===== config.mk =====
export PLATFORM = sky130hd
export DESIGN_NAME = muldiv_lat_mon_flat
export DESIGN_NICKNAME = d
export VERILOG_FILES = /design/src/rtl/muldiv_lat_pkg.sv /design/src/rtl/muldiv_lat_mon_if.sv /design/src/rtl/muldiv_lat_entry.sv /design/src/rtl/muldiv_lat_mon.sv /design/src/flat_wrapper.sv
export SDC_FILE = /design/constraint.sdc
export NUM_CORES = 1
export LEC_CHECK = 0
export BUFFER_PORTS_ARGS = -buffer_cell sky130_fd_sc_hd__buf_2
export CORE_ASPECT_RATIO = 1.75
export CORE_UTILIZATION = 50
export DETAILED_ROUTE_END_ITERATION = 7
export PLACE_DENSITY = 0.7
export SKIP_CTS_REPAIR_TIMING = 1
export SLEW_MARGIN = 20
export SYNTH_ARGS = -nofsm -noshare
export SYNTH_HDL_FRONTEND = slang
export SYNTH_SLANG_ARGS = --single-unit

===== constraint.sdc =====
create_clock -name clock -period 2.98 [get_ports clock]
set_clock_uncertainty 0.05 [all_clocks]
set_input_delay 0.596 -clock clock [delete_from_list [all_inputs] [get_ports clock]]
set_output_delay 0.596 -clock clock [all_outputs]
set_load 0.03 [all_outputs]

===== src/rtl/muldiv_lat_pkg.sv =====
// Shared types for the MulDiv latency scoreboard: operation classes,
// per-slot state record and the fn-to-class decode.
package muldiv_lat_pkg;

  localparam int MAX_TAGW = 16;
  localparam int MAX_CW   = 16;

  typedef enum logic [1:0] {
    MUL  = 2'd0,
    DIVU = 2'd1,
    DIVS = 2'd2
  } fn_class_e;

  typedef struct packed {
    logic                live;
    logic                timed_out;
    fn_class_e           cls;
    logic [3:0]          fn;
    logic [MAX_TAGW-1:0] tag;
    logic [MAX_CW-1:0]   cnt;
  } entry_t;

  // fn[2] splits multiply from divide; fn[0] marks the unsigned divide forms.
  function automatic fn_class_e fn_class(input logic [3:0] fn);
    fn_class_e cls;
    casez (fn)
      4'b?0??: cls = MUL;
      4'b?1?1: cls = DIVU;
      default: cls = DIVS;
    endcase
    return cls;
  endfunction

endpackage


===== src/rtl/muldiv_lat_mon_if.sv =====
// Snooped MulDiv request/response handshakes together with the scoreboard's
// latency report and error pulses.
interface muldiv_lat_mon_if #(
  parameter int TAGW = 5,
  parameter int CW   = 8,
  parameter int PW   = 3
);
  logic            req_valid;
  logic            req_ready;
  logic [3:0]      req_fn;
  logic [TAGW-1:0] req_tag;
  logic            kill;
  logic            resp_valid;
  logic            resp_ready;
  logic [TAGW-1:0] resp_tag;

  logic            lat_valid;
  logic [CW-1:0]   lat_cycles;
  logic [3:0]      lat_fn;
  logic [PW-1:0]   pending;
  logic            err_early;
  logic            err_late;
  logic            err_timeout;
  logic            err_orphan;
  logic            err_dup;
  logic            err_overflow;
  logic            err_any;

  modport master (
    output req_valid, req_ready, req_fn, req_tag, kill,
    output resp_valid, resp_ready, resp_tag,
    input  lat_valid, lat_cycles, lat_fn, pending,
    input  err_early, err_late, err_timeout, err_orphan, err_dup, err_overflow, err_any
  );

  modport slave (
    input  req_valid, req_ready, req_fn, req_tag, kill,
    input  resp_valid, resp_ready, resp_tag,
    output lat_valid, lat_cycles, lat_fn, pending,
    output err_early, err_late, err_timeout, err_orphan, err_dup, err_overflow, err_any
  );
endinterface


===== src/rtl/muldiv_lat_entry.sv =====
// One tracked slot of the latency scoreboard: saturating latency counter,
// one-shot timeout detection and class bound comparison.
module muldiv_lat_entry
  import muldiv_lat_pkg::*;
#(
  parameter int TAGW     = 5,
  parameter int CW       = 8,
  parameter int MUL_MIN  = 33,
  parameter int MUL_MAX  = 33,
  parameter int DIVU_MIN = 34,
  parameter int DIVU_MAX = 34,
  parameter int DIVS_MIN = 34,
  parameter int DIVS_MAX = 36
) (
  input  logic                clock,
  input  logic                reset,
  input  logic                alloc_i,
  input  logic                free_i,
  input  logic [3:0]          fn_i,
  input  logic [TAGW-1:0]     tag_i,
  output logic                live_o,
  output logic [MAX_TAGW-1:0] tag_o,
  output logic [3:0]          fn_o,
  output logic [CW-1:0]       lat_o,
  output logic                early_o,
  output logic                late_o,
  output logic                timeout_o
);

  localparam logic [MAX_CW-1:0] SAT = MAX_CW'((1 << CW) - 1);

  entry_t            ent_q, ent_d;
  logic [MAX_CW-1:0] min_w, max_w;

  always_comb begin
    case (ent_q.cls)
      MUL: begin
        min_w = MAX_CW'(MUL_MIN);
        max_w = MAX_CW'(MUL_MAX);
      end
      DIVU: begin
        min_w = MAX_CW'(DIVU_MIN);
        max_w = MAX_CW'(DIVU_MAX);
      end
      default: begin
        min_w = MAX_CW'(DIVS_MIN);
        max_w = MAX_CW'(DIVS_MAX);
      end
    endcase
  end

  // Allocation wins over freeing so a slot released by a response can be
  // refilled by an accept in the same cycle.
  always_comb begin
    ent_d     = ent_q;
    timeout_o = 1'b0;
    if (alloc_i) begin
      ent_d.live      = 1'b1;
      ent_d.timed_out = 1'b0;
      ent_d.cls       = fn_class(fn_i);
      ent_d.fn        = fn_i;
      ent_d.tag       = MAX_TAGW'(tag_i);
      ent_d.cnt       = MAX_CW'(1);
    end else if (free_i) begin
      ent_d.live      = 1'b0;
      ent_d.timed_out = 1'b0;
    end else if (ent_q.live) begin
      if (ent_q.cnt != SAT) begin
        ent_d.cnt = ent_q.cnt + MAX_CW'(1);
      end
      if (!ent_q.timed_out && (ent_q.cnt == max_w)) begin
        ent_d.timed_out = 1'b1;
        timeout_o       = 1'b1;
      end
    end
  end

  always_ff @(posedge clock) begin
    if (reset) begin
      ent_q <= '0;
    end else begin
      ent_q <= ent_d;
    end
  end

  assign live_o  = ent_q.live;
  assign tag_o   = ent_q.tag;
  assign fn_o    = ent_q.fn;
  assign lat_o   = ent_q.cnt[CW-1:0];
  assign early_o = (ent_q.cnt < min_w);
  assign late_o  = (ent_q.cnt > max_w);

endmodule


===== src/rtl/muldiv_lat_mon.sv =====
// Passive latency scoreboard for a multi-cycle MulDiv: tracks outstanding
// operations by tag and reports latency and bound violations on each response.
module muldiv_lat_mon
  import muldiv_lat_pkg::*;
#(
  parameter int XLEN     = 32,
  parameter int DEPTH    = 4,
  parameter int TAGW     = 5,
  parameter int CW       = 8,
  parameter int MUL_MIN  = XLEN + 1,
  parameter int MUL_MAX  = XLEN + 1,
  parameter int DIVU_MIN = XLEN + 2,
  parameter int DIVU_MAX = XLEN + 2,
  parameter int DIVS_MIN = XLEN + 2,
  parameter int DIVS_MAX = XLEN + 4
) (
  input  logic            clock,
  input  logic            reset,
  muldiv_lat_mon_if.slave mon
);

  localparam int PW = $clog2(DEPTH + 1);

  if (DEPTH < 1 || DEPTH > 16) begin : g_bad_depth
    $error("muldiv_lat_mon: DEPTH must be within 1..16");
  end
  if (CW > MAX_CW || TAGW > MAX_TAGW) begin : g_bad_width
    $error("muldiv_lat_mon: CW or TAGW exceeds the slot storage width");
  end
  // A saturated counter must still be able to reach MAX+1 for every class.
  if (MUL_MAX >= (1 << CW) - 1 || DIVU_MAX >= (1 << CW) - 1 ||
      DIVS_MAX >= (1 << CW) - 1) begin : g_bad_cw
    $error("muldiv_lat_mon: CW too small for the configured latency bounds");
  end

  logic acc, rsp, is_dup, is_ovf, record;
  logic [DEPTH-1:0]    live, hit, dup_hit, avail, alloc, kill_free, free;
  logic [DEPTH-1:0]    ent_early, ent_late, ent_tmo;
  logic [MAX_TAGW-1:0] ent_tag [DEPTH];
  logic [3:0]          ent_fn  [DEPTH];
  logic [CW-1:0]       ent_lat [DEPTH];
  logic [DEPTH-1:0]    last_alloc_q;
  logic [PW-1:0]       pend;

  logic          lat_valid_q, lat_valid_d;
  logic [CW-1:0] lat_cycles_q, lat_cycles_d;
  logic [3:0]    lat_fn_q, lat_fn_d;
  logic          err_early_q, err_early_d, err_late_q, err_late_d;
  logic          err_timeout_q, err_timeout_d, err_orphan_q, err_orphan_d;
  logic          err_dup_q, err_dup_d, err_ovf_q, err_ovf_d, err_any_q, err_any_d;

  assign acc = mon.req_valid & mon.req_ready;
  assign rsp = mon.resp_valid & mon.resp_ready;

  // Tag CAM; an entry hit by this cycle's response is no duplicate source.
  always_comb begin
    hit     = '0;
    dup_hit = '0;
    for (int i = 0; i < DEPTH; i++) begin
      hit[i]     = rsp && live[i] && (ent_tag[i] == MAX_TAGW'(mon.resp_tag));
      dup_hit[i] = acc && live[i] && !hit[i] && (ent_tag[i] == MAX_TAGW'(mon.req_tag));
    end
  end

  assign avail  = ~live | hit;
  assign is_dup = |dup_hit;
  assign is_ovf = acc && (avail == '0);
  assign record = acc && !is_dup && !is_ovf;

  always_comb begin
    alloc = '0;
    for (int i = DEPTH - 1; i >= 0; i--) begin
      if (record && avail[i]) begin
        alloc = DEPTH'(1) << i;
      end
    end
  end

  assign kill_free = {DEPTH{mon.kill}} & last_alloc_q & live & ~hit;
  assign free      = hit | kill_free;

  for (genvar g = 0; g < DEPTH; g++) begin : g_entry
    muldiv_lat_entry #(
      .TAGW(TAGW), .CW(CW),
      .MUL_MIN(MUL_MIN), .MUL_MAX(MUL_MAX),
      .DIVU_MIN(DIVU_MIN), .DIVU_MAX(DIVU_MAX),
      .DIVS_MIN(DIVS_MIN), .DIVS_MAX(DIVS_MAX)
    ) u_entry (
      .clock    (clock),
      .reset    (reset),
      .alloc_i  (alloc[g]),
      .free_i   (free[g]),
      .fn_i     (mon.req_fn),
      .tag_i    (mon.req_tag),
      .live_o   (live[g]),
      .tag_o    (ent_tag[g]),
      .fn_o     (ent_fn[g]),
      .lat_o    (ent_lat[g]),
      .early_o  (ent_early[g]),
      .late_o   (ent_late[g]),
      .timeout_o(ent_tmo[g])
    );
  end

  always_comb begin
    lat_cycles_d = '0;
    lat_fn_d     = '0;
    err_early_d  = 1'b0;
    err_late_d   = 1'b0;
    for (int i = 0; i < DEPTH; i++) begin
      if (hit[i]) begin
        lat_cycles_d = ent_lat[i];
        lat_fn_d     = ent_fn[i];
        err_early_d  = ent_early[i];
        err_late_d   = ent_late[i];
      end
    end
    lat_valid_d   = |hit;
    err_orphan_d  = rsp && !(|hit);
    err_timeout_d = |ent_tmo;
    err_dup_d     = is_dup;
    err_ovf_d     = is_ovf;
    err_any_d     = err_early_d | err_late_d | err_orphan_d | err_timeout_d |
                    err_dup_d | err_ovf_d;
  end

  always_comb begin
    pend = '0;
    for (int i = 0; i < DEPTH; i++) begin
      pend = pend + PW'(live[i]);
    end
  end

  always_ff @(posedge clock) begin
    if (reset) begin
      lat_valid_q   <= 1'b0;
      lat_cycles_q  <= '0;
      lat_fn_q      <= '0;
      err_early_q   <= 1'b0;
      err_late_q    <= 1'b0;
      err_timeout_q <= 1'b0;
      err_orphan_q  <= 1'b0;
      err_dup_q     <= 1'b0;
      err_ovf_q     <= 1'b0;
      err_any_q     <= 1'b0;
      last_alloc_q  <= '0;
    end else begin
      lat_valid_q   <= lat_valid_d;
      lat_cycles_q  <= lat_cycles_d;
      lat_fn_q      <= lat_fn_d;
      err_early_q   <= err_early_d;
      err_late_q    <= err_late_d;
      err_timeout_q <= err_timeout_d;
      err_orphan_q  <= err_orphan_d;
      err_dup_q     <= err_dup_d;
      err_ovf_q     <= err_ovf_d;
      err_any_q     <= err_any_q | err_any_d;
      last_alloc_q  <= alloc;
    end
  end

  assign mon.lat_valid    = lat_valid_q;
  assign mon.lat_cycles   = lat_cycles_q;
  assign mon.lat_fn       = lat_fn_q;
  assign mon.pending      = pend;
  assign mon.err_early    = err_early_q;
  assign mon.err_late     = err_late_q;
  assign mon.err_timeout  = err_timeout_q;
  assign mon.err_orphan   = err_orphan_q;
  assign mon.err_dup      = err_dup_q;
  assign mon.err_overflow = err_ovf_q;
  assign mon.err_any      = err_any_q;

endmodule


===== src/flat_wrapper.sv =====
// flat-port wrapper written by rule: the top's interface ports become plain ports
module muldiv_lat_mon_flat import muldiv_lat_pkg::*;
#(
  parameter int XLEN     = 32,
  parameter int DEPTH    = 4,
  parameter int TAGW     = 5,
  parameter int CW       = 8,
  parameter int MUL_MIN  = XLEN + 1,
  parameter int MUL_MAX  = XLEN + 1,
  parameter int DIVU_MIN = XLEN + 2,
  parameter int DIVU_MAX = XLEN + 2,
  parameter int DIVS_MIN = XLEN + 2,
  parameter int DIVS_MAX = XLEN + 4
)
  (clock, reset, mon_req_valid, mon_req_ready, mon_req_fn, mon_req_tag, mon_kill, mon_resp_valid, mon_resp_ready, mon_resp_tag, mon_lat_valid, mon_lat_cycles, mon_lat_fn, mon_pending, mon_err_early, mon_err_late, mon_err_timeout, mon_err_orphan, mon_err_dup, mon_err_overflow, mon_err_any);
  muldiv_lat_mon_if #(.TAGW(TAGW), .CW(CW), .PW(($clog2(DEPTH + 1)))) mon_i ();
  input  logic clock;
  input  logic reset;
  input wire logic [$bits(mon_i.req_valid)-1:0] mon_req_valid;
  input wire logic [$bits(mon_i.req_ready)-1:0] mon_req_ready;
  input wire logic [$bits(mon_i.req_fn)-1:0] mon_req_fn;
  input wire logic [$bits(mon_i.req_tag)-1:0] mon_req_tag;
  input wire logic [$bits(mon_i.kill)-1:0] mon_kill;
  input wire logic [$bits(mon_i.resp_valid)-1:0] mon_resp_valid;
  input wire logic [$bits(mon_i.resp_ready)-1:0] mon_resp_ready;
  input wire logic [$bits(mon_i.resp_tag)-1:0] mon_resp_tag;
  output wire logic [$bits(mon_i.lat_valid)-1:0] mon_lat_valid;
  output wire logic [$bits(mon_i.lat_cycles)-1:0] mon_lat_cycles;
  output wire logic [$bits(mon_i.lat_fn)-1:0] mon_lat_fn;
  output wire logic [$bits(mon_i.pending)-1:0] mon_pending;
  output wire logic [$bits(mon_i.err_early)-1:0] mon_err_early;
  output wire logic [$bits(mon_i.err_late)-1:0] mon_err_late;
  output wire logic [$bits(mon_i.err_timeout)-1:0] mon_err_timeout;
  output wire logic [$bits(mon_i.err_orphan)-1:0] mon_err_orphan;
  output wire logic [$bits(mon_i.err_dup)-1:0] mon_err_dup;
  output wire logic [$bits(mon_i.err_overflow)-1:0] mon_err_overflow;
  output wire logic [$bits(mon_i.err_any)-1:0] mon_err_any;
  assign mon_i.req_valid = mon_req_valid;
  assign mon_i.req_ready = mon_req_ready;
  assign mon_i.req_fn = mon_req_fn;
  assign mon_i.req_tag = mon_req_tag;
  assign mon_i.kill = mon_kill;
  assign mon_i.resp_valid = mon_resp_valid;
  assign mon_i.resp_ready = mon_resp_ready;
  assign mon_i.resp_tag = mon_resp_tag;
  assign mon_lat_valid = mon_i.lat_valid;
  assign mon_lat_cycles = mon_i.lat_cycles;
  assign mon_lat_fn = mon_i.lat_fn;
  assign mon_pending = mon_i.pending;
  assign mon_err_early = mon_i.err_early;
  assign mon_err_late = mon_i.err_late;
  assign mon_err_timeout = mon_i.err_timeout;
  assign mon_err_orphan = mon_i.err_orphan;
  assign mon_err_dup = mon_i.err_dup;
  assign mon_err_overflow = mon_i.err_overflow;
  assign mon_err_any = mon_i.err_any;
  muldiv_lat_mon #(.XLEN(XLEN), .DEPTH(DEPTH), .TAGW(TAGW), .CW(CW), .MUL_MIN(MUL_MIN), .MUL_MAX(MUL_MAX), .DIVU_MIN(DIVU_MIN), .DIVU_MAX(DIVU_MAX), .DIVS_MIN(DIVS_MIN), .DIVS_MAX(DIVS_MAX)) u_core (.clock(clock), .reset(reset), .mon(mon_i));
endmodule

## Word level (Yosys, flattened, before mapping)

Index checks and enable logic that the tools add are counted.

| cells by class | value |
|---|---|
| add/sub/neg operators | 7 |
| magnitude comparators | 8 |
| equal/unequal tests | 25 |
| multiplexer cells | 81 |
| bitwise logic cells | 20 |
| reductions and logical operators | 83 |

Operator list:

| kind | number |
|---|---|
| $add A16 B1 Y16 const B | 4 |
| $eq A16 B6 Y1 | 4 |
| $gt A16 B6 Y1 | 4 |
| $lt A16 B6 Y1 | 4 |
| $ne A16 B8 Y1 const B | 4 |
| $mux W1 | 56 |
| $eq A5 B5 Y1 | 8 |
| $logic_and A1 B1 Y1 | 32 |
| $mux W4 | 8 |
| $mux W8 | 4 |
| $pmux W3 S2 | 4 |
| $reduce_and A3 Y1 | 8 |
| $reduce_bool A2 Y1 | 12 |
| $mux W2 | 8 |
| $and A4 B4 Y4 | 3 |
| $reduce_or A3 Y1 | 4 |
| $reduce_or A4 Y1 | 3 |
| $logic_not A1 Y1 | 11 |
| $eq A2 B1 Y1 const B | 4 |
| $logic_not A2 Y1 | 4 |
| $ne A2 B1 Y1 const B | 4 |
| $not A4 Y4 | 2 |
| $or A4 B4 Y4 | 2 |
| $reduce_and A2 Y1 | 4 |
| 9 further kinds | 23 |

| word-level totals | value |
|---|---|
| flip-flop bits (word level) | 140 |
| input bits | 21 |
| output and inout bits | 23 |
| logic and storage cells | 263 |

## Depth between registers and ports, before layout

Gate-level depths: netlist of the first run.

| depth | value |
|---|---|
| depth in word-level cells | 21 |
| gate-level depth with buffers | 10 |
| mapped depth without buffers | 10 |

## Modules after synthesis

A second synthesis of the first run with hierarchy kept.

| second synthesis, totals | value |
|---|---|
| cell total of the unflattened synthesis | 1058 |
| area total of the unflattened synthesis | 8836.0 um^2 |

By module, submodules not included:

| module | instances | cells each | area each (um^2) | seq. area each (um^2) |
|---|---|---|---|---|
| muldiv_lat_entry | 4 | 199 | 1670.4 | 580.6 |
| muldiv_lat_mon | 1 | 262 | 2154.6 | 480.5 |

## Least setup slack after synthesis of the first run

No wires, ideal clock.

| path | value |
|---|---|
| kind | input -> register |
| from | input mon_resp_tag[3] |
| to | register u_core.g_entry[2].u_entry.ent_q[36] (netlist bit) |
| library setup time | 0.119 ns |
| arrival | 2.770 ns |
| data required time | 2.811 ns |
| path slack | 0.041 ns |
| stages | 9 |
| path buffers | 2 |
| path through | xor2_1 > or4_4 > or3_4 > a2bb2oi_4 > nand3_2 > or4_1 > buf_2 > buf_6 > mux2i_1 |

| on the way | value |
|---|---|
| word-level cells in the longest chain between the ends | 13 |
| elaborated cells between the ends (all ways) | 34 |
| those cells by class | eq/ne (4); mux (3); bitwise (1); reduce/logical (26) |

RTL lines:

| what | RTL line | RTL |
|---|---|---|
| from (decl) | flat_wrapper.sv:26 | `input wire logic [$bits(mon_i.resp_tag)-1:0] mon_resp_tag;` |
| $eq A5 B5 Y1 | muldiv_lat_mon.sv:60 | `hit[i] = rsp && live[i] && (ent_tag[i] == MAX_TAGW'(mon.resp_tag));` |
| $logic_and A1 B1 Y1 | muldiv_lat_mon.sv:60 |  |
| $logic_not A1 Y1 | muldiv_lat_mon.sv:61 | `dup_hit[i] = acc && live[i] && !hit[i] && (ent_tag[i] == MAX_TAGW'(mon.req_tag));` |
| $logic_and A1 B1 Y1 (2 in series) | muldiv_lat_mon.sv:61 |  |
| $reduce_or A4 Y1 | muldiv_lat_mon.sv:66 | `assign is_dup = \|dup_hit;` |
| $logic_not A1 Y1 | muldiv_lat_mon.sv:68 | `assign record = acc && !is_dup && !is_ovf;` |
| $logic_and A1 B1 Y1 (2 in series) | muldiv_lat_mon.sv:68 |  |
| $logic_and A1 B1 Y1 | muldiv_lat_mon.sv:73 | `if (record && avail[i]) begin` |
| $mux W4 (2 in series) | muldiv_lat_mon.sv:73 |  |
| $mux W4 * | muldiv_lat_mon.sv:73 |  |
| to (signal assigned) | muldiv_lat_entry.sv:82 | `ent_q <= ent_d;` |
| to (decl) | muldiv_lat_entry.sv:32 | `entry_t ent_q, ent_d;` |

Every way passes the cells marked *; elsewhere a longest branch is shown, timed or not.
A chain may end at the register's enable or synchronous reset.

## Worst setup path after layout of the first run

| path | value |
|---|---|
| from | register u_core.g_entry[0].u_entry.ent_q[11] (netlist bit) |
| to | register u_core.err_any_q, in the netlist u_core.mon.err_any |

| on the way | value |
|---|---|
| word-level cells in the longest chain between the ends | 11 |
| elaborated cells between the ends (all ways) | 23 |
| those cells by class | order compare (2); eq/ne (1); mux (12); bitwise (6); reduce/logical (2) |

RTL lines:

| what | RTL line | RTL |
|---|---|---|
| from (decl) | muldiv_lat_entry.sv:32 |  |
| from (signal assigned) | muldiv_lat_entry.sv:82 |  |
| $lt A16 B6 Y1 (tied with other cells) | muldiv_lat_entry.sv:90 | `assign early_o = (ent_q.cnt < min_w);` |
| $mux W1 / $logic_and A1 B1 Y1 (equally long branches) | muldiv_lat_mon.sv:111, muldiv_lat_entry.sv:71 |  |
| $mux W1 (on tied branches) | muldiv_lat_mon.sv:111, muldiv_lat_entry.sv:71 |  |
| $mux W1 (on tied branches) | muldiv_lat_mon.sv:111, muldiv_lat_entry.sv:67 |  |
| $mux W1 (on tied branches) | muldiv_lat_mon.sv:111, muldiv_lat_entry.sv:64 |  |
| $or A1 B1 Y1 / $mux W1 (equally long branches) | muldiv_lat_mon.sv:123, muldiv_lat_entry.sv:57 |  |
| $or A1 B1 Y1 / $reduce_or A4 Y1 (equally long branches) | muldiv_lat_mon.sv:123, muldiv_lat_mon.sv:120 |  |
| $or A1 B1 Y1 * (2 in series) | muldiv_lat_mon.sv:123 | `err_any_d = err_early_d \| err_late_d \| err_orphan_d \| err_timeout_d \|` |
| $or A1 B1 Y1 * | muldiv_lat_mon.sv:124 | `err_dup_d \| err_ovf_d;` |
| $or A1 B1 Y1 * | muldiv_lat_mon.sv:157 | `err_any_q <= err_any_q \| err_any_d;` |
| to (signal assigned) | muldiv_lat_mon.sv:157 |  |
| to (decl) | muldiv_lat_mon.sv:50 | `logic err_dup_q, err_dup_d, err_ovf_q, err_ovf_d, err_any_q, err_any_d;` |

Marks and branches as above.

==> metrics.md, run 1 <==
| Metric | Value |
|---|---|
| Pleak | 3.36 nW |
| Top-level I/O count | 44 |
| Root Driver | sky130_fd_sc_hd__clkbuf_16 |
| Most used cells in the layout excluding fill and tap cells | 140 x sky130_fd_sc_hd__dfxtp_1, 98 x sky130_fd_sc_hd__nor2_1, 78 x sky130_fd_sc_hd__nand2_1 |
| TritonCTS clock tree | yes |
| Type of the setup path with the least slack | flip-flop to flip-flop |
| Cell Area, Synth | 7050 um^2 |
| Critical path's top delay family | compound AO/OA/AOI/OAI gates |
| First-pass detailed-route iteration total | 5 |
| Top Usage Layer GRT | met2 |
| Number of nets at the end of the flow | a little over 900 |
| Area of the die | 14600 um^2 |
| Prevailing post-synth register cell | sky130_fd_sc_hd__dfxtp_1 |
| Row count | 57 |
| Setup slack of the critical path after layout | 0.155 ns |
| Cell type contributing the most total cell area after synthesis | sky130_fd_sc_hd__dfxtp_1 |
| 1st-iter DRT viols | ~340 |
| Depth of the CTS H-tree | 4 |
| Delay of the slowest cell on the worst path | around 0.70 ns |
| Sum of routed wire length over all layers | 18200 um |
| Post-synthesis cell type count | 59 |
| Layout filler cell count | between 1000 and 1500 |
| Buffer levels on the longest clock path | 2 |
| GR Layer Usage met3 | 0.0554 |
| Number of nets with antenna violations after routing | 0 |
| Worst-path maximum fanout | 4 |
| Setup TNS Final | 0 ns |
| Run status | complete, no violations |
| Share of the synthesized area in the top cell type | 0.397 |
| RSZ-0062 raised after global routing | false |
| Hold crit path type | primary input to flip-flop |
| Utilization after layout | 0.596 |
| Wirelength per Cell | 17.4 um |
| Number of synthesized register bits | 140 |
| Die Width | between 90 and 100 um |
| First-pass GRT wire length | 29800 um |
| Clock latency reported for the late side of the worst-skew pair | about 0.42 ns |
| Total core area | 13800 um^2 |
| Number of enable flip-flop cells after synthesis | 0 |
| Crit-path slowest cell | sky130_fd_sc_hd__a2111oi_0 |
| Critical Path RT | roughly 3.3 ns |
| Starting density of the core | 0.510 |
| Power density over the cells | a little over 500 nW/um^2 |
| Final total power | around 4.2 mW |
| Die H | roughly 160 um |
| Met1 layer usage reported by global route | 0.266 |
| Final global-route overflow total | 0 |
| Arrival time at the worst endpoint | 3.12 ns |
| Final-report setup violation count | 0 |
| Worst vdd rail ir drop | approximately 0.35 mV |
| Sequential cell area fraction in the yosys report | 0.397 |
| Total instance count after detailed placement | 1019 |
| Top cells by area, synth | sky130_fd_sc_hd__dfxtp_1 40%, sky130_fd_sc_hd__xor2_1 7.8%, sky130_fd_sc_hd__mux2i_1 6.8%, sky130_fd_sc_hd__nor2_1 5.2%, sky130_fd_sc_hd__xnor2_1 4.6% |
| Most frequent standard cell in the layout excluding fill and tap cells | sky130_fd_sc_hd__dfxtp_1 |
| Fraction of registers with async set or reset after synthesis | 0 |
| Library cell appearing most often on the critical path | sky130_fd_sc_hd__or4_1 |
| Sequential cell area | roughly 2800 um^2 |
| Detailed placer's ending HPWL | about 14000 um |
| All-Layer GR Usage | 0.257 |
| Layout overhead on the synthesized area | 16.9% |
| GP Congestion | 0.899 |
| Via count of the first global-routing pass | 6280 |
| Startpoint kind of the worst setup timing path | flip-flop |
| Number of antenna repair diodes | 0 |
| Placement-stage worst setup slack | -0.0417 ns |
| Number of clock sinks | 140 |
| Number of buffers created by CTS | 17 |
| Buf/Inv on CP | 0 |
| Hold violation count in the final report | 0 |
| Slew margin rel. | 0.459 |
| Crit path time final | 2.82 ns |
| Post-route fraction of the period consumed by the critical path | 0.948 |
| Critical Path End Type | flip-flop |
| Number of cells produced by synthesis | around 800 |
| MaxCap Viol Count | 0 |
| Met2 capacity usage during global routing | 0.466 |
| Buffers added on ports | 43 |
| DRC violations left | 0 |
| Transition at the pin with the smallest max-transition slack | a little over 0.8 ns |
| Area taken by multi-input logic gates | 4030 um^2 |
| Max Clk Rate | 354 MHz |
| Detailed-route via count | 6108 |
| Yosys warns | 0 |
| Clock transition at the registers of the reported paths | 0.06 ns |
| Largest net degree at the start of global routing | 72 |
| Net count after synthesis | 847 |
| Critical-path cell list | or4_1 > or4_1 > a2111oi_0 > o221a_2 > o41ai_1 > o211ai_1 |
| Syn avg cell area | 8.78 um^2 |
| Initial antenna violation count | 0 |
| Finished Layout Cells | around 1100 |
| Vias/cell | 5.81 |
| Ratio of cells with drive above 1 in the final layout | 0.149 |
| Number of slew-limit violations in the final report | 0 |
==> Yosys cell counts, drive strengths merged, types with 2 or more instances <==
library cell / count
a2111oi: 2
a21boi: 3
a21oi: 10
a221oi: 13
a22oi: 3
a311oi: 2
a31oi: 4
and2: 8
and3: 14
and4: 3
buf: 7
clkbuf: 37
dfxtp: 140
ha: 22
inv: 15
mux2i: 48
nand2: 78
nand2b: 4
nand3: 32
nand4: 20
nor2: 98
nor2b: 7
nor3: 43
nor3b: 3
nor4: 21
o211ai: 6
o21a: 3
o21ai: 9
o221ai: 12
or2: 2
or3: 3
or4: 12
or4b: 2
xnor2: 37
xor2: 63
==> final timing paths <==
path / from / to / slack [ns] / cells past startpoint
worst max-delay path: u_core.g_entry[0].u_entry.ent_q[11] / u_core.mon.err_any / 0.16 / 6
worst min-delay path: mon_req_fn[1] / u_core.g_entry[3].u_entry.fn_o[1] / 0.41 / 3
worst max register to register: u_core.g_entry[0].u_entry.ent_q[11] / u_core.mon.err_any / 0.16 / 6
worst min register to register: u_core.g_entry[1].u_entry.fn_o[2] / u_core.g_entry[1].u_entry.fn_o[2] / 0.42 / 2
==> through the flow <==
stage | area, um^2 | hold WS, ns
3_5_place_dp | 7660 | 0.406
3_3_place_gp | 7660 | 0.402
5_1_grt | 8240 | 0.424
2_1_floorplan | 7050 | 0.385
6_report | 8240 | 0.407
4_1_cts | 8240 | 0.392
==> routing by layer <==
layer  share of wire  vias up
li1                -     2952
met1            0.38     2911
met2            0.52      176
met3           0.044       69
met4           0.051        0
met5               0        -
==> cells by family (layout without fill, tap and decap cells) <==
group,Yosys count,in the layout,synth area share
multiplexers,48,48,0.0681
flip-flops,140,140,0.397
AO/OA/AOI/OAI,79,79,0.0873
XOR/XNOR,100,100,0.124
AND/OR/NAND/NOR,353,353,0.247
buffers and inverters,60,131,0.0337
adder cells (fa/ha/maj),23,23,0.0419
==> worst reg2reg max path, stage by stage (launching register included) <==
cell                        delay, ns
sky130_fd_sc_hd__dfxtp_1         0.33
sky130_fd_sc_hd__or4_1           0.55
sky130_fd_sc_hd__or4_1           0.59
sky130_fd_sc_hd__a2111oi_0       0.70
sky130_fd_sc_hd__o221a_2         0.34
sky130_fd_sc_hd__o41ai_1         0.07
sky130_fd_sc_hd__o211ai_1        0.12
==> flip-flops by register name, summed over array words and instances (netlist names), 4 cells and up <==
name                           count
u_core.g_entry.u_entry.ent_q      44
u_core.g_entry.u_entry.fn_o       16
u_core.g_entry.u_entry.lat_o      32
u_core.g_entry.u_entry.live_o      4
u_core.g_entry.u_entry.tag_o      20
u_core.last_alloc_q                4
u_core.mon.lat_cycles              8
u_core.mon.lat_fn                  4
==> where the power goes <==
part,internal (mW),switching (mW)
clock network,1.22,0.830
registers,1.89,0.0192
logic,0.0938,0.148
total,3.20,0.997
==> area by class of cell <==
class | count | area share
Clock buffer | 20 | 0.0566
Clock inverter | 12 | 0.0137
Inverter | 16 | 0.00728
Multi-Input combinational cell | 603 | 0.489
Sequential cell | 140 | 0.340
Tap cell | 177 | 0.0269
Timing Repair Buffer | 83 | 0.0671
No activity file was read; power rests on OpenSTA's default activity.
==> inputs of run 2 (changes only) <==
Settings changed: CORE_UTILIZATION 50 to 30, PLACE_DENSITY 0.7 to unset.
==> run 2 against run 1 <==
  * Die area rose by 65%
  * Final area increased by 4.0%
  * Register-to-register slack improved by 0.10 ns
  * Worst setup slack lost 0.054 ns
  * Global-route usage is 8.9 points lower
  * Largest power group unchanged
  * Non-clock buffer count grew 20
  * Hold slack better by 0.0051 ns
  * Combinational power up 2%
  * Critical endpoint is now mon_pending[1]
  * Wire length grew 6.7%
  * Via count decreased by 1.1%
  * First-iteration DRC count down 11%
==> metrics.md, run 2 (synthesis results as in run 1) <==
| Metric | Value |
|---|---|
| Number of nets with antenna violations after routing | 0 (unchanged) |
| Setup slack of the critical path after layout | 0.101 ns (-0.0543 ns) |
| Reg power frac | 0.436 (-0.018) |
| Hold crit path type | primary input to flip-flop |
| First-pass detailed-route iteration total | 4 (-1) |
| Sum of routed wire length over all layers | 19500 um (+6.7%) |
| TritonCTS clock tree | yes |
| Critical path's top delay family | adder cells |
| FF-to-FF setup slack | 0.26 ns (+0.10 ns) |
| Largest net degree at the start of global routing | 52 (-28%) |
| Max Clk Rate | 347 MHz (-1.9%) |
| DRC violations left | 0 (unchanged) |
| Worst-case hold path end point | u_core.g_entry[0].u_entry.fn_o[1] |
| Pleak | 3.48 nW (+3.6%) |
| Number of buffers created by CTS | 17 (unchanged) |
| Clock latency reported for the late side of the worst-skew pair | 0.43 ns (about the same) |
| Arrival time at the worst endpoint | 2.23 ns (-0.89 ns) |
| Top-level I/O count | 44 (unchanged) |
| Delay of the slowest cell on the worst path | 0.58 ns (-0.12 ns) |
| Detailed-route via count | 6041 (-1.1%) |
| Hold violation count in the final report | 0 (unchanged) |
| Crit path time final | 2.88 ns (+0.0543 ns) |
| Final-report setup violation count | 0 (unchanged) |
| Power density over the cells | 511 nW/um^2 (+0.30%) |
| Critical-path cell list | ha_1 > fa_1 > ha_1 > buf_2 |
| Fraction of power consumed by combinational cells | 0.056 (-0.002) |
| Number of clock sinks | 140 (unchanged) |
| Buffer levels on the longest clock path | 2 (unchanged) |
| RSZ-0062 raised after global routing | false |
| Depth of the CTS H-tree | 4 (unchanged) |
| Row count | 73 (+28%) |
| 1st-iter DRT viols | 306 (-11%) |
| Hold Crit Start | mon_req_fn[1] |
| Setup TNS Final | 0 ns (unchanged) |
| Worst vdd rail ir drop | 0.403 mV (+14%) |
| Number of nets at the end of the flow | 925 (+2.2%) |
| Die H | 205 um (+29%) |
| Post-route fraction of the period consumed by the critical path | 0.966 (+0.0182) |
| Type of the setup path with the least slack | flip-flop to primary output |
| Initial antenna violation count | 0 (unchanged) |
| Sw Share | 0.243 (+0.00530) |
| Root Driver | sky130_fd_sc_hd__clkbuf_16 |
| Library cell appearing most often on the critical path | sky130_fd_sc_hd__ha_1 |
| Layout filler cell count | 2287 (+91%) |
| GP Congestion | 0.856 (-4.8%) |
| Run status | complete, no violations |
| Most flops, register | u_core.g_entry.u_entry.ent_q |
| Area of the die | 24100 um^2 (+65%) |
| Via count of the first global-routing pass | 6195 (-1.4%) |
| Total core area | 22900 um^2 (+66%) |
| Number of cells on the worst hold path | 3 (unchanged) |
| Int Power | 3.32 mW (+3.6%) |
| Vias/cell | 5.06 (-13%) |
| Crit-path slowest cell | sky130_fd_sc_hd__dfxtp_1 |
| Wirelength per Cell | 16.3 um (-6.1%) |
| Ratio of cells with drive above 1 in the final layout | 0.167 (+0.0179) |
| Number of antenna repair diodes | 0 (unchanged) |
| Buffers added on ports | 43 (unchanged) |
| Clock transition at the registers of the reported paths | 0.06 ns (about the same) |
| Reg-to-reg endpoint | u_core.mon.err_any |
| MaxCap Viol Count | 0 (unchanged) |
| Detailed placer's ending HPWL | 14800 um (+8.2%) |
| First-pass GRT wire length | 31600 um (+5.9%) |
| Layout overhead on the synthesized area | 21.6% |
| Critical Path End Type | primary output |
| Reg2reg path depth | 7 (+1) |
| Max reg flops | 44 (unchanged) |
| Net switching power | 1.06 mW (+6.6%) |
| Placement-stage worst setup slack | -0.0529 ns (-0.0112 ns) |
| Die Width | 118 um (+28%) |
| Critical Path RT | 2.33 ns (-0.94 ns) |
| Buf/Inv on CP | 1 (+1) |
| Worst-path maximum fanout | 6 (+2) |
| Clock share of power | 0.508 (+0.020) |
| Transition at the pin with the smallest max-transition slack | 1.05 ns (+0.242 ns) |
| Critical register-to-register path startpoint | u_core.g_entry[0].u_entry.ent_q[11] |
| Startpoint kind of the worst setup timing path | flip-flop |
| Most frequent standard cell in the layout excluding fill and tap cells | sky130_fd_sc_hd__dfxtp_1 |
| Number of slew-limit violations in the final report | 0 (unchanged) |
| All-Layer GR Usage | 0.168 (-0.0890) |
| Final global-route overflow total | 0 (unchanged) |
| Most used cells in the layout excluding fill and tap cells | 140 x sky130_fd_sc_hd__dfxtp_1, 98 x sky130_fd_sc_hd__nor2_1, 78 x sky130_fd_sc_hd__nand2_1 |
| Starting density of the core | 0.308 (-0.202) |
| Slew margin rel. | 0.295 (-0.164) |
==> run 2: cell type report <==
cell class	count	area [um^2]	share of cell area
multi-input cells	603	4020	0.469
flip-flops and latches	140	2800	0.327
repair buffers	103	703	0.0820
clock buffers	17	425	0.0496
well taps	300	375	0.0438
clock inverters	15	186	0.0217
inverters	16	60.1	0.00700
==> run 2: worst max path at each step <==
stage                                     endpoint                        startpoint  cells after the start  slack, ns
2_1_floorplan  u_core.g_entry[2].u_entry.ent_q[36]                   mon_resp_tag[3]                      9       0.04
3_3_place_gp   u_core.g_entry[1].u_entry.ent_q[37]                   mon_resp_tag[3]                      9      -0.03
3_5_place_dp     u_core.g_entry[1].u_entry.fn_o[3]                   mon_resp_tag[3]                      9      -0.05
4_1_cts                             mon_pending[1]  u_core.g_entry[0].u_entry.live_o                      4       0.09
5_1_grt                             mon_pending[1]  u_core.g_entry[0].u_entry.live_o                      4       0.07
6_report                            mon_pending[1]  u_core.g_entry[0].u_entry.live_o                      4       0.10
==> run 2: power groups by stage <==
stage / Combinational (mW) / Clock [mW] / Sequential (mW)
global route: 0.271 / 2.35 / 1.91
detailed placement: 0.247 / 0 / 1.95
floorplan: 0.151 / 0 / 1.95
finish: 0.246 / 2.23 / 1.91
global placement: 0.244 / 0 / 1.95
CTS: 0.248 / 2.28 / 1.91
==> run 2: layer usage <==
metal / vias to the layer above / GRT usage / routed length [um]
li1: 3002 / - / -
met1: 2883 / 0.164 / 7480
met2: 102 / 0.320 / 10400
met3: 54 / 0.0287 / 499
met4: 0 / 0.115 / 1020
met5: - / 0 / 0
==> run 2: metrics by stage <==
stage / power [mW] / cell area, um^2 / hold slack [ns] / util / cells
floorplan: 2.10 / 7050 / 0.385 / - / 803
global placement: 2.19 / 7960 / 0.397 / 0.347 / 1162
detailed placement: 2.20 / 7960 / 0.400 / 0.347 / 1162
CTS: 4.43 / 8570 / 0.399 / 0.374 / 1194
global route: 4.53 / 8570 / 0.423 / 0.374 / 1194
finish: 4.38 / 8570 / 0.412 / 0.374 / 1194
==> run 2: worst register-to-register path: stages, from the launching register on <==
cell,delay (ns)
sky130_fd_sc_hd__dfxtp_1,0.34
sky130_fd_sc_hd__or4_1,0.55
sky130_fd_sc_hd__or4_1,0.58
sky130_fd_sc_hd__a2111oi_0,0.53
sky130_fd_sc_hd__buf_4,0.21
sky130_fd_sc_hd__o221a_2,0.20
sky130_fd_sc_hd__o41ai_1,0.07
sky130_fd_sc_hd__o211ai_1,0.12
==> inputs of run 3 (changes only) <==
Settings changed: CORE_UTILIZATION 30 to 40.
==> run 3 against run 2 <==
  * Sequential power barely moved
  * Critical path depth did not move
  * Wire length fell by 3.6%
  * Register-to-register slack improved by 0.05 ns
  * Sequential cell count did not move
  * Sequential share of layout area rose by 0.28 points
  * Largest cell class unchanged
==> metrics.md, run 3 (synthesis results as in run 1) <==
| Metric | Value |
|---|---|
| Clock latency reported for the late side of the worst-skew pair | 0.42 ns (about the same) |
| First-pass detailed-route iteration total | 4 (unchanged) |
| Via count of the first global-routing pass | 6116 (-1.3%) |
| Layout overhead on the synthesized area | 20.6% |
| Most frequent standard cell in the layout excluding fill and tap cells | sky130_fd_sc_hd__dfxtp_1 |
| Final global-route overflow total | 0 (unchanged) |
| MaxCap Viol Count | 0 (unchanged) |
| Worst hold slack after final layout | 0.409 ns (-0.00315 ns) |
| Most used cells in the layout excluding fill and tap cells | 140 x sky130_fd_sc_hd__dfxtp_1, 98 x sky130_fd_sc_hd__nor2_1, 78 x sky130_fd_sc_hd__nand2_1 |
| RSZ-0062 raised after global routing | false |
| Final-report setup violation count | 0 (unchanged) |
| Worst-path maximum fanout | 7 (+1) |
| Max reg flops | 44 (unchanged) |
| Hold violation count in the final report | 0 (unchanged) |
| All-Layer GR Usage | 0.226 (+0.0573) |
| Row count | 63 (-14%) |
| Buf/Inv on CP | 1 (unchanged) |
| TritonCTS clock tree | yes |
| Clock transition at the registers of the reported paths | 0.06 ns (about the same) |
| Number of cells on the worst hold path | 3 (unchanged) |
| Vias/cell | 5.38 (+6.4%) |
| Critical Path End Type | primary output |
| Critical path's top delay family | adder cells |
| Max Clk Rate | 362 MHz (+4.3%) |
| Wirelength per Cell | 16.7 um (+2.7%) |
| GP Congestion | 0.912 (+6.6%) |
| Detailed placer's ending HPWL | 14200 um (-3.6%) |
| Startpoint kind of the worst setup timing path | flip-flop |
| Slew margin rel. | 0.398 (+0.103) |
| Root Driver | sky130_fd_sc_hd__clkbuf_16 |
| Die H | 178 um (-13%) |
| Delay of the slowest cell on the worst path | 0.50 ns (-0.08 ns) |
| Die Width | 102 um (-13%) |
| Number of slew-limit violations in the final report | 0 (unchanged) |
| Number of buffers created by CTS | 17 (unchanged) |
| Sum of routed wire length over all layers | 18700 um (-3.6%) |
| Placement-stage worst setup slack | -0.0774 ns (-0.0244 ns) |
| Area of the die | 18200 um^2 (-25%) |
| Total core area | 17100 um^2 (-25%) |
| Post-route fraction of the period consumed by the critical path | 0.927 (-0.0396) |
| Utilization after layout | 0.497 (+0.123) |
| Hold crit path type | primary input to flip-flop |
| Initial antenna violation count | 0 (unchanged) |
| Pleak | 3.48 nW (about the same) |
| Reg2reg path depth | 8 (+1) |
| First-pass GRT wire length | 31000 um (-1.6%) |
| Layout filler cell count | 1646 (-28%) |
| Transition at the pin with the smallest max-transition slack | 0.899 ns (-0.151 ns) |
| Arrival time at the worst endpoint | 2.12 ns (-0.11 ns) |
| Critical-path cell list | ha_1 > fa_1 > ha_1 > buf_2 |
| Library cell appearing most often on the critical path | sky130_fd_sc_hd__ha_1 |
| Most flops, register | u_core.g_entry.u_entry.ent_q |
| Run status | complete, no violations |
| Power density over the cells | 520 nW/um^2 (+1.8%) |
| DRC violations left | 0 (unchanged) |
| Buffer levels on the longest clock path | 2 (unchanged) |
| Crit-path slowest cell | sky130_fd_sc_hd__dfxtp_1 |
| Setup slack of the critical path after layout | 0.219 ns (+0.118 ns) |
| Worst vdd rail ir drop | 0.329 mV (-18%) |
| Number of clock sinks | 140 (unchanged) |
| Number of nets with antenna violations after routing | 0 (unchanged) |
| Type of the setup path with the least slack | flip-flop to primary output |
| Depth of the CTS H-tree | 4 (unchanged) |
| Ratio of cells with drive above 1 in the final layout | 0.166 (-0.000933) |
| Number of antenna repair diodes | 0 (unchanged) |
| Detailed-route via count | 6031 (-0.17%) |
| Critical Path RT | 2.33 ns (about the same) |
| Critical Path Stages | 4 (unchanged) |
| Number of nets at the end of the flow | 924 (-0.11%) |
| 1st-iter DRT viols | 297 (-2.9%) |
| Starting density of the core | 0.412 (+0.105) |
| Crit path time final | 2.76 ns (-0.118 ns) |
| Buffers added on ports | 43 (unchanged) |
| Top-level I/O count | 44 (unchanged) |
| Largest net degree at the start of global routing | 72 (+38%) |
run 3: cell types whose count changed in the layout (fill, tap and decap cells not counted):
cell / change
sky130_fd_sc_hd__clkinv_4: -1
sky130_fd_sc_hd__clkinvlp_4: +1
sky130_fd_sc_hd__nor4_1: -1
sky130_fd_sc_hd__buf_4: -1
sky130_fd_sc_hd__inv_6: -3
sky130_fd_sc_hd__clkbuf_8: +1
sky130_fd_sc_hd__bufinv_16: +1
sky130_fd_sc_hd__clkbuf_1: +1
sky130_fd_sc_hd__nor4_2: +1
run 3: area by class of cell:
type / count / area (um^2) / share of cell area
Timing Repair Buffer: 102 / 696 / 0.0818
Clock inverter: 13 / 189 / 0.0222
Clock buffer: 19 / 443 / 0.0521
Inverter: 16 / 60.1 / 0.00706
Tap cell: 227 / 284 / 0.0334
Multi-Input combinational cell: 603 / 4030 / 0.474
Sequential cell: 140 / 2800 / 0.330
run 3: path summary, 6_finish.rpt:
path	start	to	slack, ns
worst min register to register	u_core.g_entry[1].u_entry.fn_o[0]	u_core.g_entry[1].u_entry.fn_o[0]	0.41
worst max-delay path	u_core.g_entry[1].u_entry.live_o	mon_pending[1]	0.22
worst min-delay path	mon_req_fn[1]	u_core.g_entry[0].u_entry.fn_o[1]	0.41
worst max register to register	u_core.g_entry[2].u_entry.tag_o[3]	u_core.g_entry[2].u_entry.fn_o[0]	0.31
run 3: per-layer routing:
layer	track usage	part of all wire	up-vias
li1	-	-	3002
met1	0.248	0.40	2866
met2	0.408	0.54	120
met3	0.0307	0.023	43
met4	0.124	0.040	0
met5	0	0	-
run 3: tightest hold or removal path: stages:
cell	delay, ns
sky130_fd_sc_hd__buf_2	0.11
sky130_fd_sc_hd__mux2i_1	0.06
sky130_fd_sc_hd__nor2_1	0.07
run 3: power by group:
group	leakage, nW	internal, mW	total (mW)	switching [mW]
clock network	0.292	1.43	2.28	0.849
registers	1.13	1.89	1.91	0.0185
logic	2.06	0.0939	0.239	0.145
run 3: stage by stage:
step / instances / area [um^2] / setup TNS [ns] / power [mW]
floorplan: 803 / 7050 / 0 / 2.10
global placement: 1088 / 7860 / -0.0387 / 2.19
detailed placement: 1088 / 7860 / -1.50 / 2.19
CTS: 1120 / 8500 / 0 / 4.47
global route: 1120 / 8500 / 0 / 4.57
finish: 1120 / 8500 / 0 / 4.42
